<file path="src/rtl/k12a_fetch_sequencer_pkg.sv">
// Shared types and defaults for the k12a fetch sequencer.
// Latency: n/a (types only). Backpressure: n/a.
// Contents: fetch FSM state encoding, reset PC default, wait counter width.
package k12a_fetch_sequencer_pkg;

    typedef enum logic [2:0] {
        FS_IDLE   = 3'd0,
        FS_REQ_HI = 3'd1,
        FS_REQ_LO = 3'd2,
        FS_EXEC   = 3'd3,
        FS_FAULT  = 3'd4
    } k12a_fetch_state_t;

    localparam logic [15:0] K12A_RESET_PC = 16'h0000;
    localparam int          K12A_WAIT_W   = 8;

endpackage

</file>
<file path="src/rtl/k12a_wait_timer.sv">
// Saturating wait counter; expired flags the last allowed unacked request cycle.
// Latency: count updates at the next edge; expired is decoded from the registered count.
// Backpressure: none; clear has priority over inc.
module k12a_wait_timer
    import k12a_fetch_sequencer_pkg::*;
#(
    parameter int MAX_WAIT = 15,
    parameter int WIDTH    = K12A_WAIT_W
) (
    input  logic cpu_clock,
    input  logic reset,
    input  logic clear,
    input  logic inc,
    output logic expired
);

    localparam logic [WIDTH-1:0] LAST = WIDTH'(MAX_WAIT - 1);

    logic [WIDTH-1:0] count;

    always_ff @(posedge cpu_clock) begin
        if (reset || clear) begin
            count <= '0;
        end else if (inc && (count != '1)) begin
            count <= count + 1'b1;
        end
    end

    assign expired = (count == LAST);

endmodule

</file>
<file path="src/rtl/k12a_fetch_sequencer.sv">
// Fetches two instruction bytes (high then low) at pc, holds them for execute, applies jumps.
// Latency: 2 cycles minimum from first request to inst_valid; store pulses are combinational with mem_ack.
// Backpressure: mem_req held until mem_ack (bus fault after MAX_WAIT unacked cycles); EXEC holds until exec_done.
module k12a_fetch_sequencer
    import k12a_fetch_sequencer_pkg::*;
#(
    parameter logic [15:0] RESET_PC = K12A_RESET_PC,
    parameter int          MAX_WAIT = 15
) (
    input  logic        cpu_clock,
    input  logic        reset,
    input  logic        run,
    output logic        mem_req,
    output logic [15:0] mem_addr,
    input  logic        mem_ack,
    output logic        inst_high_store,
    output logic        inst_low_store,
    output logic        inst_valid,
    input  logic        exec_done,
    input  logic        jump_en,
    input  logic [15:0] jump_target,
    output logic [15:0] pc,
    output logic        bus_fault
);

    k12a_fetch_state_t state;
    logic              in_req;
    logic              wait_expired;

    assign in_req = (state == FS_REQ_HI) || (state == FS_REQ_LO);

    // The counter sits at zero outside the request states, so every REQ_* entry starts fresh.
    k12a_wait_timer #(
        .MAX_WAIT (MAX_WAIT),
        .WIDTH    (K12A_WAIT_W)
    ) u_wait_timer (
        .cpu_clock (cpu_clock),
        .reset     (reset),
        .clear     (!in_req || mem_ack),
        .inc       (in_req && !mem_ack),
        .expired   (wait_expired)
    );

    always_ff @(posedge cpu_clock) begin
        if (reset) begin
            state <= FS_IDLE;
            pc    <= RESET_PC;
        end else begin
            case (state)
                FS_IDLE: begin
                    if (run) state <= FS_REQ_HI;
                end
                FS_REQ_HI: begin
                    if (mem_ack) begin
                        pc    <= pc + 16'd1;
                        state <= FS_REQ_LO;
                    end else if (wait_expired) begin
                        state <= FS_FAULT;
                    end
                end
                FS_REQ_LO: begin
                    if (mem_ack) begin
                        pc    <= pc + 16'd1;
                        state <= FS_EXEC;
                    end else if (wait_expired) begin
                        state <= FS_FAULT;
                    end
                end
                FS_EXEC: begin
                    if (exec_done) begin
                        if (jump_en) pc <= jump_target;
                        state <= run ? FS_REQ_HI : FS_IDLE;
                    end
                end
                FS_FAULT: state <= FS_FAULT;
                default:  state <= FS_IDLE;
            endcase
        end
    end

    // Reset suppresses the bus request and any capture strobe in the same cycle.
    assign mem_req         = in_req && !reset;
    assign mem_addr        = mem_req ? pc : 16'h0000;
    assign inst_high_store = (state == FS_REQ_HI) && mem_ack && !reset;
    assign inst_low_store  = (state == FS_REQ_LO) && mem_ack && !reset;
    assign inst_valid      = (state == FS_EXEC);
    assign bus_fault       = (state == FS_FAULT);

endmodule

</file>
<file path="config.mk">
export PLATFORM = sky130hd
export DESIGN_NAME = k12a_fetch_sequencer
export DESIGN_NICKNAME = d
export VERILOG_FILES = /design/src/rtl/k12a_fetch_sequencer_pkg.sv /design/src/rtl/k12a_wait_timer.sv /design/src/rtl/k12a_fetch_sequencer.sv
export SDC_FILE = /design/constraint.sdc
export NUM_CORES = 1
export LEC_CHECK = 0
export CAP_MARGIN = 20
export CORE_MARGIN = 2
export CORE_UTILIZATION = 46
export DETAILED_ROUTE_END_ITERATION = 6
export GPL_TIMING_DRIVEN = 0
export PLACE_DENSITY = 0.85
export SLEW_MARGIN = 25
export SYNTH_ARGS = -nofsm -noshare
export SYNTH_HDL_FRONTEND = slang
export SYNTH_SLANG_ARGS = --single-unit
</file>
<file path="constraint.sdc">
create_clock -name cpu_clock -period 2.3 [get_ports cpu_clock]
set_input_delay 0.345 -clock cpu_clock [delete_from_list [all_inputs] [get_ports cpu_clock]]
set_output_delay 0.345 -clock cpu_clock [all_outputs]
set_load 0.005 [all_outputs]
</file>
* Word level (Yosys, flattened, before mapping)
Cells that the tools add are included.
** Storage, ports and cells
- Logic and storage cells :: 45
- Output and inout port bits :: 37
- Bits in registers :: 27
- Input port bits :: 22
** Operators by class
- Multiplexer cells :: 12
- Reductions and logical operators :: 18
- Add/subtract/negate cells :: 2
- Equality and inequality tests :: 10
** Operators with widths (count)
- 16-bit 2-to-1 mux :: 4
- 16-bit one-hot mux with 2 select lines :: 1
- 16-bit by 1-bit adder with 16-bit output, second input constant :: 1
- 3-bit 2-to-1 mux :: 5
- 3-bit one-hot mux with 5 select lines :: 1
- 8-bit by 1-bit adder with 8-bit output, second input constant :: 1
- 8-bit by 4-bit equality test with 1-bit output, second input constant :: 1
- 8-bit != test, second input constant :: 1
- 1-bit logical AND :: 7
- 3-bit by 2-bit equality test with 1-bit output, second input constant :: 2
- 2-bit by 1-bit != test with 1-bit output, second input constant :: 3
- 4-bit AND reduction :: 1
- 3-bit by 1-bit equality test with 1-bit output, second input constant :: 1
- 3-bit equality test, second input constant :: 1
- 1-bit zero test :: 3
- 3-bit zero test :: 1
- 1-bit logical OR :: 3
- 2-bit != test, second input constant :: 1
- 2-bit AND reduction :: 1
- 2-bit nonzero test :: 1
- 2-bit OR reduction :: 1
- 1-bit 2-to-1 mux :: 1

* Logic depth before layout (Yosys ltp)
Gate-level depths: netlist (run 1).
- Word-level depth :: 5
- Gate-level depth with buffers :: 8
- Gate-level depth less buffers :: 6

* Cells and area by module
A second synthesis (run 1) with hierarchy kept.
** Second synthesis, totals
- Cells, all modules :: 249
- Area total of the unflattened synthesis :: 1920.6 um^2
** Modules (own cells, without submodules)
- k12a_fetch_sequencer :: area an instance 1463.9 um^2, seq. area each 380.4 um^2, instances 1, cells an instance 191
- k12a_wait_timer :: area an instance 456.7 um^2, seq. area each 160.2 um^2, instances 1, cells an instance 58

* Least setup slack after synthesis (run 1)
OpenSTA, ideal clock, no wires.
- Kind :: register to register
- From :: register state[0]
- To :: register u_wait_timer.count[7]
- Arrival :: 1.635 ns
- Cell stages (with the launch flop) :: 7
- Path slack :: 0.541 ns
- Clock period less this slack :: 1.759 ns
- Required time :: 2.176 ns
- Library setup time :: 0.124 ns
- Buffers on the path :: 1
- Cell sequence :: dfxtp_1 buf_2 xnor2_1 or3_4 or4_1 xor2_1 nor2_1
** Between the ends
- Longest elaborated chain between the ends :: 5
- Elaborated cells on any way between the ends :: 8
- Those cells by class :: eq/ne (2); reduce/logical (6)
** RTL lines
- start: declaration :: RTL line k12a_fetch_sequencer.sv:26 : k12a_fetch_state_t state;
- start signal: assignment :: RTL line k12a_fetch_sequencer.sv:72 : state <= run ? FS_REQ_HI : FS_IDLE;
- 3-bit by 1-bit equality test with 1-bit output / 3-bit by 2-bit equality test with 1-bit output (equally long branches) :: RTL line k12a_fetch_sequencer.sv:30 : assign in_req = (state == FS_REQ_HI) || (state == FS_REQ_LO);
- 1-bit logical OR (*) :: RTL line k12a_fetch_sequencer.sv:30
- 1-bit zero test :: RTL line k12a_fetch_sequencer.sv:39 : .clear (!in_req || mem_ack),
- 1-bit logical OR :: RTL line k12a_fetch_sequencer.sv:39
- 1-bit logical OR :: RTL line k12a_wait_timer.sv:22 : if (reset || clear) begin
- end signal: assignment :: RTL line k12a_wait_timer.sv:25 : count <= count + 1'b1;
- end: declaration :: RTL line k12a_wait_timer.sv:19 : logic [WIDTH-1:0] count;
Every way passes the cells marked *; elsewhere a longest branch is shown, timed or not.
A chain may end at the register's enable or synchronous reset.

* Final worst setup path (run 1)
- From :: register state[0]
- To :: output mem_addr[0]
** Between the ends
- Longest elaborated chain between the ends :: 4
- Elaborated cells on any way between the ends :: 5
- Those cells by class :: eq/ne (2); mux (1); reduce/logical (2)
** RTL lines
- 3-bit by 1-bit equality test with 1-bit output / 3-bit by 2-bit equality test with 1-bit output (equally long branches) :: RTL line k12a_fetch_sequencer.sv:30
- 1-bit logical OR (*) :: RTL line k12a_fetch_sequencer.sv:30
- 1-bit logical AND (*) :: RTL line k12a_fetch_sequencer.sv:82 : assign mem_req = in_req && !reset;
- 16-bit 2-to-1 mux (*) :: RTL line k12a_fetch_sequencer.sv:83 : assign mem_addr = mem_req ? pc : 16'h0000;
- end: declaration :: RTL line k12a_fetch_sequencer.sv:14 : output logic [15:0] mem_addr,
Marked as above.

==> results.txt, run 1 <==
The run finished with clean final reports. The endpoint kind of the worst setup timing path was a primary output. The level count of the clock H-tree was 1.

Setup violations remaining at the end of the flow were counted as 0. The worst register-to-register path ends at pc[9]. Number of design-rule violations left by the first detailed-router iteration: 108.

For the register area share after synthesis, the log shows 0.3103. The share of the synthesized area in compound gates (AO/OA/AOI/OAI) works out to 0.2407. The worst-path cell with the longest stage delay is sky130_fd_sc_hd__clkdlybuf4s50_1. Across all register-to-register paths, the minimum setup slack is 300 ps.

The row count is 22. Once routing completed, OpenROAD measured the worst setup slack at 68.67 ps. Yosys printed 0 warnings. The area growth from synthesis to layout works out to 43.61%. The simple-gate area share of the yosys netlist is 0.3254. The number of placed instances, taps included, is 339.

The count of non-filler cells in the finished layout was 345; the arithmetic-cell share of the synthesized area counting full adders, half adders and majority gates was 0.02155. The most used flip-flop cell after synthesis is sky130_fd_sc_hd__dfxtp_1. The number of diodes added for antenna fixing is 0. The run gives 27 as the count of clock tree sinks.

The wire length of the first global-routing pass came out at 8307 um. Walking the worst path, the cells encountered are xnor2_4, nor3_4, buf_4, and2_1, clkdlybuf4s50_1. The overall global routing resource usage is 0.2418, and the initial antenna violation count is 0.

For the maximum buffer depth of the clock tree, the log shows 2. The max-slew violation total from the final report is 0. VDD sags by at most 0.2028 mV. The logs give 1960 ps for the critical path data required time and 259 for the net count after synthesis. OpenSTA, run right after detailed placement, puts the worst setup slack at -590.8 ps. The cell area power density is 387.7 nW/um^2, and the source-to-sink clock delay at the later pin of the worst-skew pair is 270 ps. TritonCTS built the clock tree.

For the finished layout, the period the worst path requires is 2231 ps. The number of buffers inserted by hold repair at cts is 0, and the average wire per cell in the routed design is 14.40 um. The end of the worst hold path was u_wait_timer.count[1]. The die covers 4294 um^2.

Summed over all layers, the global routing overflow is 0. 59 I/O pins were placed. The tools report the relative slew slack as 0.4995. After synthesis, the largest family of logic cells by area is simple AND/OR/NAND/NOR gates. The number of unique standard cell types used by synthesis is 48.

The number of global-route vias before repair is 1,791. STA puts the critical path data arrival time at 1890 ps. Detailed placement ended at an HPWL of 3531 um. The async set-or-reset flop fraction in the synthesized netlist is 0, and the layout cell share with drive strength beyond 1 is 0.07071. For the area of the core, the log shows 3661 um^2. The clock buffer count from CTS was 3. For this run, the slowest stage of the critical path takes 500 ps. The transition time at the pin with the least slew margin is 750.8 ps.

Xor and xnor area share after synthesis: 0.03520. The CTS root buffer was sky130_fd_sc_hd__clkbuf_8. For the number of nets with antenna violations after detailed routing, the log shows 0. The most common cell after layout, fill and taps aside was sky130_fd_sc_hd__clkdlybuf4s50_1.

The final number of hold-violating endpoints was 0. The number of instances in the synthesized netlist is 234. The top cell types in the final layout, fill and taps aside, are sky130_fd_sc_hd__clkdlybuf4s50_1, sky130_fd_sc_hd__nor2_1, sky130_fd_sc_hd__dfxtp_1, sky130_fd_sc_hd__nand2_1, sky130_fd_sc_hd__a21oi_1. The post-route fraction of the period consumed by the critical path works out to 0.9701. The tools report the startpoint of the tightest hold check path as u_wait_timer.count[1]. The routed layout has 1,977 vias. From left edge to right edge, the die measures 65.53 um. The sum of internal, switching and leakage power is 969.7 uW, and the number of enable-type register cells in the synthesized netlist is 0. The share of cell area taken by muxes after synthesis is 0.01149, and the largest net degree at the start of global routing is 20. The die is 65.53 um tall. The count of input and output buffers is 57. The path type of the worst setup path is flip-flop to primary output. For the max-capacitance violation count, the log shows 0.

The post-route DRC violation count is 0, and the detailed-route vias per instance is 5.730. The synthesis-stage register bit count was 27. For this run, the top clock speed supported by timing is 448.2 MHz.

Total leakage power: 0.0008073 uW. For the worst flop-to-flop path, the logic depth is 7. The average instance in the mapped netlist occupies 7.443 um^2. Along the worst hold path, the cell count comes to 2. In this run the cell area of the synthesized design comes to 1742 um^2. The kind of launch point of the worst setup path was a flip-flop. The placer congestion estimate was 0.8750.

The startpoint identified for the worst register-to-register timing path is state[2]. The clock transition at the registers of the reported paths is 90 ps, and the maximum fanout along the worst path is 6. The first-pass iteration count of the detailed router came out at 4. The tightest min-delay check is of the flip-flop to flip-flop type. The setup skew after layout is 6.333 ps. Setup repair after global routing left no endpoint under its margin. The logs give 4968 um for the total routed wirelength and 323 for the net count of the finished layout. For the initial core utilization, the log shows 0.4757.
## synthesized netlist by cell type (3+ instances only)
cell type	number	area [um^2]
sky130_fd_sc_hd__nor3b_1	4	30.03
sky130_fd_sc_hd__nor3_1	4	20.02
sky130_fd_sc_hd__clkbuf_1	15	56.30
sky130_fd_sc_hd__a21oi_1	16	80.08
sky130_fd_sc_hd__a22oi_1	3	22.52
sky130_fd_sc_hd__xnor2_1	5	43.79
sky130_fd_sc_hd__and3_1	3	18.77
sky130_fd_sc_hd__nor4_1	5	31.28
sky130_fd_sc_hd__a31oi_1	5	31.28
sky130_fd_sc_hd__o21ai_0	15	75.07
sky130_fd_sc_hd__nand3_1	6	30.03
sky130_fd_sc_hd__nand4_1	9	56.30
sky130_fd_sc_hd__nor2_1	28	105.1
sky130_fd_sc_hd__a22o_1	3	26.28
sky130_fd_sc_hd__nand2_1	18	67.56
sky130_fd_sc_hd__inv_1	6	22.52
sky130_fd_sc_hd__a211oi_1	3	22.52
sky130_fd_sc_hd__and4_1	4	35.03
sky130_fd_sc_hd__and2_1	15	93.84
sky130_fd_sc_hd__dfxtp_1	27	540.5
sky130_fd_sc_hd__nand2b_1	5	31.28
sky130_fd_sc_hd__ha_1	3	37.54
## critical path: cells and delay by family (launching register included)
kind                   cells  cell delay [ps]
buffers and inverters      2              700
flip-flops                 1              390
AND/OR/NAND/NOR            2              370
XOR/XNOR                   1              170
## worst max-delay path by stage
| stage | start | end | slack, ps | cells after the start |
|---|---|---|---|---|
| after CTS | state[0] | mem_addr[13] | 9 | 5 |
| final | state[0] | mem_addr[0] | 70 | 5 |
| after floorplan | state[0] | u_wait_timer.count[7] | 540 | 6 |
| after global placement | reset | mem_addr[11] | -550 | 5 |
| after detailed placement | reset | mem_addr[8] | -590 | 5 |
| after global routing | state[0] | mem_addr[8] | 0.7 | 5 |
## area by class of cell
type / instances / area, um^2
plain buffers: 16 / 73.82
clock buffers: 4 / 45.04
fillers: 309 / 1160
inverters: 7 / 28.78
multi-input cells: 182 / 1146
flip-flops and latches: 27 / 545.5
well taps: 48 / 60.06
repair buffers: 61 / 601.8
## through the flow
step | utilization | TNS [ps] | hold slack (ps) | cell area [um^2]
4_1_cts | 0.6733 | 0 | 516.5 | 2465
5_1_grt | 0.6832 | 0 | 548.8 | 2501
3_3_place_gp | 0.6480 | -6684 | 494.3 | 2372
3_5_place_dp | 0.6480 | -7187 | 501.8 | 2372
6_report | 0.6832 | 0 | 522.1 | 2501
2_1_floorplan | - | 0 | 462.8 | 1742
## logic make-up (layout without fill, tap and decap cells)
family,Yosys count,count (layout)
AND/OR/NAND/NOR,107,107
AO/OA/AOI/OAI,63,63
flip-flops,27,27
buffers and inverters,25,88
XOR/XNOR,7,7
adder cells (fa/ha/maj),3,3
multiplexers,2,2
## flip-flops by register name, indices dropped and copies added, names as in the netlist
signal,cells
pc,16
state,3
u_wait_timer.count,8
## metal layers
| layer | wire, um | track usage | share of wire |
|---|---|---|---|
| met2 | 2396 | 0.4005 | 0.48 |
| met1 | 2159 | 0.3344 | 0.43 |
| met5 | 0 | 0 | 0 |
| met4 | 89 | 0.07031 | 0.018 |
| met3 | 323 | 0.02226 | 0.065 |
## where the power goes
| group | switching (uW) | internal (uW) |
|---|---|---|
| combinational | 100 | 101 |
| sequential | 18.2 | 477 |
| clock | 150 | 124 |
| total | 268 | 702 |
## timing repair
action                                 in CTS  in global routing
gates cloned                                1                  0
pin swaps                                   1                  1
gates resized for setup                    10                 12
setup buffers                               1                  2
setup endpoints to repair                  18                 23
endpoints found under the hold margin       0                  0
Power figures use the tool's default switching activity.
==> run 2: changes to the inputs <==
--- a/config.mk
+++ b/config.mk
@@ -11,6 +11,7 @@
 export DETAILED_ROUTE_END_ITERATION = 6
 export GPL_TIMING_DRIVEN = 0
 export PLACE_DENSITY = 0.85
+export SKIP_CTS_REPAIR_TIMING = 1
 export SLEW_MARGIN = 25
 export SYNTH_ARGS = -nofsm -noshare
 export SYNTH_HDL_FRONTEND = slang
==> run 2 against run 1 <==
The run now ends with setup timing left. Cell area is 2.5% higher. Routed wire length rose by 3.9%. Sequential cell count unchanged. Hold slack worse by 16 ps. Clock-buffer cell count unchanged. Global-route usage shrank 1.0 points. Combinational power grew 3%. Critical path type unchanged. Highest routed layer unchanged.
==> results.txt, run 2 (synthesis results as in run 1) <==
The run finished, with violations left. The final reports fail on setup timing. The root buffer cell chosen for the clock tree is sky130_fd_sc_hd__clkbuf_8. Startpoint of the tightest hold check path: reset.

For the finished layout, the period the worst path requires is 2308 ps. The clock passes through at most 2 buffers. After the flow finishes, the layout carries non-filler instances totaling 348. The worst setup path is launched from a flip-flop. For the relative slew slack, the log shows 0.4743. After detailed routing, the total wire length is 5163 um. Detailed routing inserted a total of 1,998 vias. The multi-input combinational cells in the finished layout cover a total of 1146 um^2. The max-slew violation total from the final report came out at 0. The run gives 1960 ps as the critical path data required time.

Initial core utilization: 0.4757. The number of diodes added for antenna fixing was 0; the post-route worst setup slack was -8.142 ps. The critical path's largest stage delay is 490 ps, and the switching power is 277.9 uW. Setup repair after global routing could not meet its margin everywhere.

The path type of the worst min-delay path was input port to flip-flop. In the layout the commonest cells are sky130_fd_sc_hd__clkdlybuf4s50_1, sky130_fd_sc_hd__nor2_1, sky130_fd_sc_hd__dfxtp_1, sky130_fd_sc_hd__nand2_1, sky130_fd_sc_hd__a21oi_1. In this run the static leakage power is 0.001058 uW. The register with the most flip-flops in the layout has 16 of them.

For the initial antenna violation count, the log shows 0. The worst-case IR drop observed on VDD is 0.2323 mV. Port buffering added 57 buffers.

Max-cap violations in this run came to 0. At the end of routability-driven placement, the weighted congestion stood at 0.8750. The post-route fraction of the period consumed by the critical path works out to 1.004. The path type of the worst setup path is flip-flop to primary output. For this run the aggregate overflow at the end of global routing stands at 0. The region available for standard cell placement spans 3661 um^2. The most common cell after layout, fill and taps aside is sky130_fd_sc_hd__clkdlybuf4s50_1. For flop-to-flop paths, the worst setup slack is 260 ps. The depth of the worst hold-timing path works out to 3. The startpoint of the most critical register-to-register path is state[2]. At the pin with the least slew margin, the transition time is 788.6 ps. Counting cells, the worst reg-to-reg path comes to 8. The horizontal extent of the die is 65.53 um. After the first detailed-routing iteration, the DRC count stood at 145.

Overall power consumption after layout is estimated at 983.6 uW. The logs give 545.5 um^2 for the area taken by flip-flops and latches and 5.813 ps for the setup skew after layout. At the later pin of the worst-skew pair, clock insertion delay measures 280 ps. The part of the power in registers is 0.503.

The tools report the number of nets with antenna violations after detailed routing as 0. The worst-path cell with the longest stage delay was sky130_fd_sc_hd__clkdlybuf4s50_1. Traced cell by cell, the critical path runs through xnor2_4, nor3_4, buf_6, and2_1, clkdlybuf4s50_1.

The clock drives 27 sinks. The first detailed-routing pass took 5 iterations. The portion of total power attributed to combinational logic was 0.211; the layout cell share with drive strength beyond 1 was 0.08000.

The level count of the clock H-tree came out at 1. The arrival time at the worst endpoint came out at 1960 ps. Dividing the detail-routed via count by the number of cells gives 5.741. For the row count, the log shows 22. For the final number of hold-violating endpoints, the log shows 0. For the clock buffer count from CTS, the log shows 3. In this run the critical register-to-register path is captured at pc[9]. The post-placement worst setup slack is -590.8 ps, and the wire length of the first global-routing pass is 8031 um.

The tools report the endpoint kind of the worst setup timing path as a primary output. Hold is met by 506.2 ps. For this run, design rule violations remaining after detail routing come to 0.

The critical path contains buffers and inverters numbering 2 combined. The area growth from synthesis to layout was 47.13%. The final number of setup-violating endpoints was 1; the portion of total power attributed to the clock network was 0.286. In the final layout, the registers with the most flip-flops are pc: 16 flops, u_wait_timer.count: 8 flops, state: 3 flops.

The net switching share of the total power was 0.2825. TritonCTS built the clock tree. Including well taps, the total number of placed cells is 339. The largest register by flop count is pc. Internal cell power: 705.8 uW. Maximum fanout along the worst path: 5.

The family with the most delay on the worst path was buffers and inverters. The die height came out at 65.53 um. Dividing total power by cell area gives a power density of 383.9 nW/um^2. Overall global routing resource usage: 0.2315. The layout has 293 filler cells.

After clock tree synthesis, the clock-pin slew on the worst setup and hold paths is 90 ps. At the end of the flow, the number of nets in the layout was 326. After detailed routing, the average wire length per cell comes to 14.84 um. The number of global-route vias before repair is 1,761. The path with the worst hold slack has its endpoint at pc[14]. Detailed placement ended at an HPWL of 3531 um. The die covers 4294 um^2. During I/O placement, the number of pins put on the boundary was 59. The upper clock frequency limit came out at 433.2 MHz.

Entering global routing, the biggest net connects 15 pins.
==> run 2: power groups by stage <==
stage | clock (uW) | sequential (uW) | combinational (uW)
detailed placement | 0 | 500 | 179
global route | 305 | 497 | 223
finish | 281 | 495 | 208
floorplan | 0 | 497 | 96.7
global placement | 0 | 500 | 177
CTS | 281 | 489 | 180
==> run 2: per-stage QoR <==
step	util	TNS [ps]	cell area, um^2
floorplan	-	0	1742
global placement	0.6480	-6684	2372
detailed placement	0.6480	-7187	2372
CTS	0.6603	-7919	2417
global route	0.6999	-96.94	2562
finish	0.6999	-8.142	2562
==> run 2: routing by layer <==
| layer | wire length, um | up-vias | global-route usage |
|---|---|---|---|
| met4 | 43 | 0 | 0.07031 |
| met1 | 2285 | 917 | 0.3223 |
| met2 | 2498 | 83 | 0.3852 |
| met5 | 0 | - | 0 |
| met3 | 336 | 8 | 0.01370 |
| li1 | - | 990 | - |
==> run 2: cell type report <==
type,count,share of cell area
Multi-Input combinational cell,182,0.4473
Timing Repair Buffer,63,0.2568
Sequential cell,27,0.2129
Buffer,17,0.03076
Tap cell,48,0.02344
Clock buffer,4,0.01758
Inverter,7,0.01123
==> run 2: worst max-delay path by stage <==
stage          startpoint                    end  slack (ps)  depth (start not counted)
6_report         state[0]            mem_addr[7]          -8                          5
4_1_cts          state[0]            mem_addr[8]        -630                          6
2_1_floorplan    state[0]  u_wait_timer.count[7]         540                          6
3_5_place_dp        reset            mem_addr[8]        -590                          5
5_1_grt          state[0]            mem_addr[7]         -60                          5
3_3_place_gp        reset           mem_addr[11]        -550                          5
==> run 2: worst reg2reg max path: stages (launching register included) <==
cell and delay (ps):
sky130_fd_sc_hd__dfxtp_1 350, sky130_fd_sc_hd__buf_2 200, sky130_fd_sc_hd__nand3b_1 260, sky130_fd_sc_hd__inv_4 110, sky130_fd_sc_hd__buf_4 150, sky130_fd_sc_hd__buf_1 400
sky130_fd_sc_hd__o21ai_0 170, sky130_fd_sc_hd__a22oi_1 230, sky130_fd_sc_hd__nor2_1 70
